### config.mk
export PLATFORM = sky130hd
export DESIGN_NAME = seq_flag_tracker
export DESIGN_NICKNAME = d
export VERILOG_FILES = /design/src/rtl/seq_flag_tracker.sv
export SDC_FILE = /design/constraint.sdc
export NUM_CORES = 1
export LEC_CHECK = 0
export ABC_AREA = 1
export BUFFER_PORTS_ARGS = -buffer_cell sky130_fd_sc_hd__buf_2
export CORE_MARGIN = 2
export CORE_UTILIZATION = 40
export CTS_BUF_LIST = sky130_fd_sc_hd__clkbuf_8
export DETAILED_ROUTE_END_ITERATION = 10
export HOLD_SLACK_MARGIN = 0.08
export PLACE_DENSITY_LB_ADDON = 0.25
export SYNTH_ARGS = -nofsm -noshare
export SYNTH_HDL_FRONTEND = slang
export SYNTH_SLANG_ARGS = --single-unit
### constraint.sdc
create_clock -name clk -period 4 [get_ports clk]
set_clock_uncertainty 0.2 [all_clocks]
set_input_delay 0.6 -clock clk [delete_from_list [all_inputs] [get_ports clk]]
set_output_delay 0.6 -clock clk [all_outputs]
set_load 0.01 [all_outputs]
### src/rtl/seq_flag_tracker.sv
// Ordered-press tracker: N one-cycle button pulses must arrive MSB first; each accepted press clears its flag.
// Optional inactivity timeout in ARMED is built only when SEQ_TIMEOUT_EN is defined.
module seq_flag_tracker #(
  parameter int N           = 7,
  parameter int STRICT      = 1,
  parameter int ERR_HOLD    = 8,
  parameter int TIMEOUT_CYC = 50_000_000,
  localparam int SW         = $clog2(N + 1)
) (
  input  logic          clk,
  input  logic          rst,
  input  logic [N-1:0]  BTN_pulse,
  input  logic          clr,
  output logic [N-1:0]  flag,
  output logic [SW-1:0] stage,
  output logic          done,
  output logic          err,
  output logic          timeout
);

  localparam int EW = $clog2(ERR_HOLD + 1);
  localparam logic [N-1:0] MSB_MASK = {1'b1, {(N-1){1'b0}}};

  typedef enum logic [1:0] {
    S_IDLE,
    S_ARMED,
    S_DONE,
    S_ERROR
  } state_t;

  state_t        state_q, state_d;
  logic [N-1:0]  flag_q, flag_d;
  logic [SW-1:0] stage_q, stage_d;
  logic          done_q, done_d;
  logic          timeout_q, timeout_d;
  logic [EW-1:0] err_cnt_q, err_cnt_d;
  logic [N-1:0]  exp_mask;
  logic          valid;
  logic          wrong;

`ifdef SEQ_TIMEOUT_EN
  localparam int TW = $clog2(TIMEOUT_CYC);
  logic [TW-1:0] idle_cnt_q, idle_cnt_d;
`endif

  // One-hot mask of the bit expected next; becomes zero once stage reaches N.
  assign exp_mask = MSB_MASK >> stage_q;
  assign valid    = |(BTN_pulse & exp_mask);
  assign wrong    = |(BTN_pulse & ~exp_mask);

  // NOTE: every signal written here gets a default first, so no path can infer a latch.
  always_comb begin
    state_d   = state_q;
    flag_d    = flag_q;
    stage_d   = stage_q;
    done_d    = 1'b0;
    timeout_d = 1'b0;
    err_cnt_d = err_cnt_q;
`ifdef SEQ_TIMEOUT_EN
    idle_cnt_d = idle_cnt_q;
`endif

    unique case (state_q)
      S_IDLE, S_ARMED: begin
        if (clr) begin
          state_d = S_IDLE;
          flag_d  = '1;
          stage_d = '0;
        end else if ((STRICT != 0) && wrong) begin
          state_d   = S_ERROR;
          flag_d    = '1;
          stage_d   = '0;
          err_cnt_d = '0;
        end else if (valid) begin
          flag_d  = flag_q & ~exp_mask;
          stage_d = stage_q + SW'(1);
`ifdef SEQ_TIMEOUT_EN
          idle_cnt_d = '0;
`endif
          if (stage_q == SW'(N - 1)) begin
            state_d = S_DONE;
            done_d  = 1'b1;
          end else begin
            state_d = S_ARMED;
          end
        end
`ifdef SEQ_TIMEOUT_EN
        else if (state_q == S_ARMED) begin
          if (idle_cnt_q == TW'(TIMEOUT_CYC - 1)) begin
            state_d   = S_IDLE;
            flag_d    = '1;
            stage_d   = '0;
            timeout_d = 1'b1;
          end else begin
            idle_cnt_d = idle_cnt_q + TW'(1);
          end
        end
`endif
      end

      S_DONE: begin
        if (clr) begin
          state_d = S_IDLE;
          flag_d  = '1;
          stage_d = '0;
        end
      end

      S_ERROR: begin
        if (clr || (err_cnt_q == EW'(ERR_HOLD - 1))) begin
          state_d   = S_IDLE;
          err_cnt_d = '0;
        end else begin
          err_cnt_d = err_cnt_q + EW'(1);
        end
      end

      default: state_d = S_IDLE;
    endcase
  end

  // NOTE: state uses non-blocking assignments so every flop samples the pre-edge values.
  always_ff @(posedge clk) begin
    if (!rst) begin
      state_q   <= S_IDLE;
      flag_q    <= '1;
      stage_q   <= '0;
      done_q    <= 1'b0;
      timeout_q <= 1'b0;
      err_cnt_q <= '0;
`ifdef SEQ_TIMEOUT_EN
      idle_cnt_q <= '0;
`endif
    end else begin
      state_q   <= state_d;
      flag_q    <= flag_d;
      stage_q   <= stage_d;
      done_q    <= done_d;
      timeout_q <= timeout_d;
      err_cnt_q <= err_cnt_d;
`ifdef SEQ_TIMEOUT_EN
      idle_cnt_q <= idle_cnt_d;
`endif
    end
  end

  assign flag    = flag_q;
  assign stage   = stage_q;
  assign done    = done_q;
  assign err     = (state_q == S_ERROR);
  assign timeout = timeout_q;

endmodule

==> parameters.txt <==
Parameter                              Value

Status
  Run status    finished clean

Detailed routing
  DR vias/cell    ~4.9
  Remaining number of nets flagged by the antenna check after routing    0
  Average wire per standard cell    11.7 µm
  Vias after detailed routing    1,160
  DRC errors left    0
  Final wirelength    2.75 mm
  Detailed router's first-iteration violation count    between 40 and 50
  Iteration count of the initial detailed-routing pass    4

Floorplanning
  Y dimension of the die    59.9 µm
  Standard-cell rows    20
  Effective utilization at floorplan    41.7%
  Number of top-level pins    23
  Area enclosed by the die boundary    3590 µm²
  Core box area    roughly 3000 µm²
  Die extent in x    59.9 µm

Critical path
  Highest cell delay on the worst timing path    slightly above 0.6 ns
  Cell with the biggest individual delay on the critical path    dfxtp_1
  CP arrival    2.02 ns
  CP Launch Type    flop
  Sequence of cells on the critical path    inv_8, ha_1, nand2_1, nand2_1, nor2_1, nand3_2, o21ai_4, nand2_1, nand2_1, nor2_1
  CP Max Fanout    9
  Endpoint required time on the critical path    3.95 ns
  Most prevalent standard cell on the critical path    nand2_1
  Kind of end point of the critical path    flop
  Critical setup path kind    flop to flop

Global route
  Wire length of the first global-routing pass    between 4 and 5 mm
  Number of antenna violations at the first check in global routing    0
  Via count of the first global-routing pass    between 1,000 and 1,500
  Total routing resource utilization after global routing    17.0%
  Maximum number of pins on one net before global-route repair    14
  Overall overflow remaining after global route    0

Cells and area
  Most common library cell in the layout ignoring fill and taps    nand2_1
  Number of antenna repair diodes    0
  Number of nets at the end of the flow    between 200 and 250
  Number of standard cells in the final layout excluding fillers    235
  Top library cells by usage in the layout, fill and taps aside    46 x nand2_1, 24 x nand3_1, 21 x buf_2
  P&R area growth vs syn    12.5%
  Share of cells above drive strength 1    29.7%

Synthesis
  Register bit total from synthesis    17
  Area contributors post-synth    dfxtp_1 27%, nand2_1 14%, nand3_1 9.6%, nand2_2 7.0%, ha_1 6.0%
  Gate Count Post-Synth    ~180
  Post-synthesis average cell area    6.91 µm²
  Seq/Total Area, Yosys    27.2%
  Number of warnings printed during yosys synthesis    0
  Yosys top cell by area    dfxtp_1
  Synthesized net count    197
  Top-area cell type share of the netlist area    27.2%
  Number of library cell types mapped by synthesis    28
  Cell area after synthesis    1250 µm²

STA
  Max-slew violation count    0
  Hold Violations, Final    0
  Final number of setup-violating endpoints    0
  Setup tns final    0 ns
  RSZ-0062 raised after global routing    false
  Share of the cycle needed by the critical path after routing    51.8%
  Upper clock frequency limit    between 400 and 500 MHz
  Clock period minus final worst setup slack    about 2.1 ns

Place
  Buffers on Ports    21
  Estimated wirelength of the detail-placed design    ~2.2 mm
  Placed Instances    231
  Routability cong.    about 0.84

Power and ir drop
  Proportion of power drawn by the clock network    approximately a third
  Peak supply drop    about 0.15 mV
  Switching portion of total power    30.8%
  Gate power share    22.2%
  Internal power component    ~0.27 mW
  Leakage Power    between 0.7 and 0.8 nW
  Total power    0.397 mW
  Sequential power share    between 40% and 50%
  Switching pwr    approximately 0.12 mW
  PD cells    282 nW/µm²

Clocking
  Hold-fix buffer count after cts    0
  Postcts setup bufs    0
  Buffer cell driving the clock tree root    clkbuf_8
  Clk Latency, worst-skew pair    0.25 ns
  Maximum buffer depth of the clock tree    2
  Number of clock buffers inserted by TritonCTS    3
  CTS tree    done
  Post-CTS Resized    0
  Number of sinks driven by the clock tree    17
  H-tree levels    1
  CTS clock-pin slew for the worst setup and hold paths    roughly 0.060 ns

Hold path
  Worst min path class    flop to flop

Job
  Max-Cap Viols    0
[critical path: cells and delay by family, from the launching register on]
family | cells | cell delay [ns]
flops | 1 | 0.61
simple gates | 7 | 0.59
compound gates | 1 | 0.27
fa+ha+maj | 1 | 0.23
buf+inv | 1 | 0.07
[power by group through the flow]
| stage | registers (mW) | clock network (mW) | logic (mW) |
|---|---|---|---|
| detailed placement | 0.188 | 0 | 0.0888 |
| CTS | 0.184 | 0.129 | 0.0894 |
| global placement | 0.188 | 0 | 0.0894 |
| floorplan | 0.187 | 0 | 0.0661 |
| global route | 0.185 | 0.137 | 0.0992 |
| finish | 0.184 | 0.125 | 0.0884 |
[metal layers]
metal / up-vias / wire [µm] / track usage (%)
met1: 508 / 1380 / 23.0
met4: 0 / 46 / 7.62
met3: 5 / 96 / 1.95
li1: 621 / - / -
met2: 26 / 1230 / 26.9
met5: - / 0 / 0
[registers in the layout, summed over array words and instances, names as in the netlist]
| name | flops |
|---|---|
| done | 1 |
| err_cnt_q | 4 |
| flag | 7 |
| stage | 3 |
| state_q | 2 |
[per-stage QoR]
stage | setup WS (ns) | hold slack [ns] | area (µm²) | utilization, %
final | 1.93 | 0.280 | 1410 | 46.9
after global routing | 1.79 | 0.322 | 1410 | 46.9
after CTS | 1.90 | 0.283 | 1410 | 46.9
after detailed placement | 1.93 | 0.274 | 1360 | 45.4
after global placement | 1.93 | 0.276 | 1360 | 45.4
after floorplan | 2.17 | 0.256 | 1250 | -
[area by class of cell]
class                      instances  area (µm²)
multi-input combinational        139         788
sequential                        17         340
clock inverter                     1        3.75
tap                               33        41.3
timing repair buffer              21         105
clock buffer                       3        41.3
fill                             310        1600
inverter                          21        87.6
[cell usage after synthesis]
cell      count
a21oi_1       5
a21oi_4       1
buf_2         1
buf_4         1
buf_6         2
clkinv_2      1
conb_1        1
dfxtp_1      17
ha_1          6
inv_1        16
inv_2         3
inv_8         1
nand2_1      46
nand2_2      14
nand2_4       3
nand3_1      24
nand3_2       3
nand4_1       7
nor2_1       15
nor2_2        1
nor2_4        5
nor3_1        1
o21ai_0       1
o21ai_1       1
o21ai_2       1
o21ai_4       1
or2_2         2
xnor2_1       1
[cells by family after synthesis]
logic type	count (synthesis)	synth area share [%]
adder cells (fa/ha/maj)	6	6.00
flip-flops	17	27.2
other	1	0.300
buffers and inverters	25	9.80
XOR/XNOR	1	0.700
AO/OA/AOI/OAI	10	6.10
AND/OR/NAND/NOR	121	49.9
[path summary, 6_finish.rpt]
kind                startpoint      endpoint  slack (ns)  depth (start not counted)
setup / recovery      stage[2]      stage[0]        1.93                         10
hold / removal    err_cnt_q[1]  err_cnt_q[1]        0.28                          2
setup reg to reg      stage[2]      stage[0]        1.93                         10
hold reg to reg   err_cnt_q[1]  err_cnt_q[1]        0.28                          2
No activity file was read; power rests on OpenSTA's default activity.
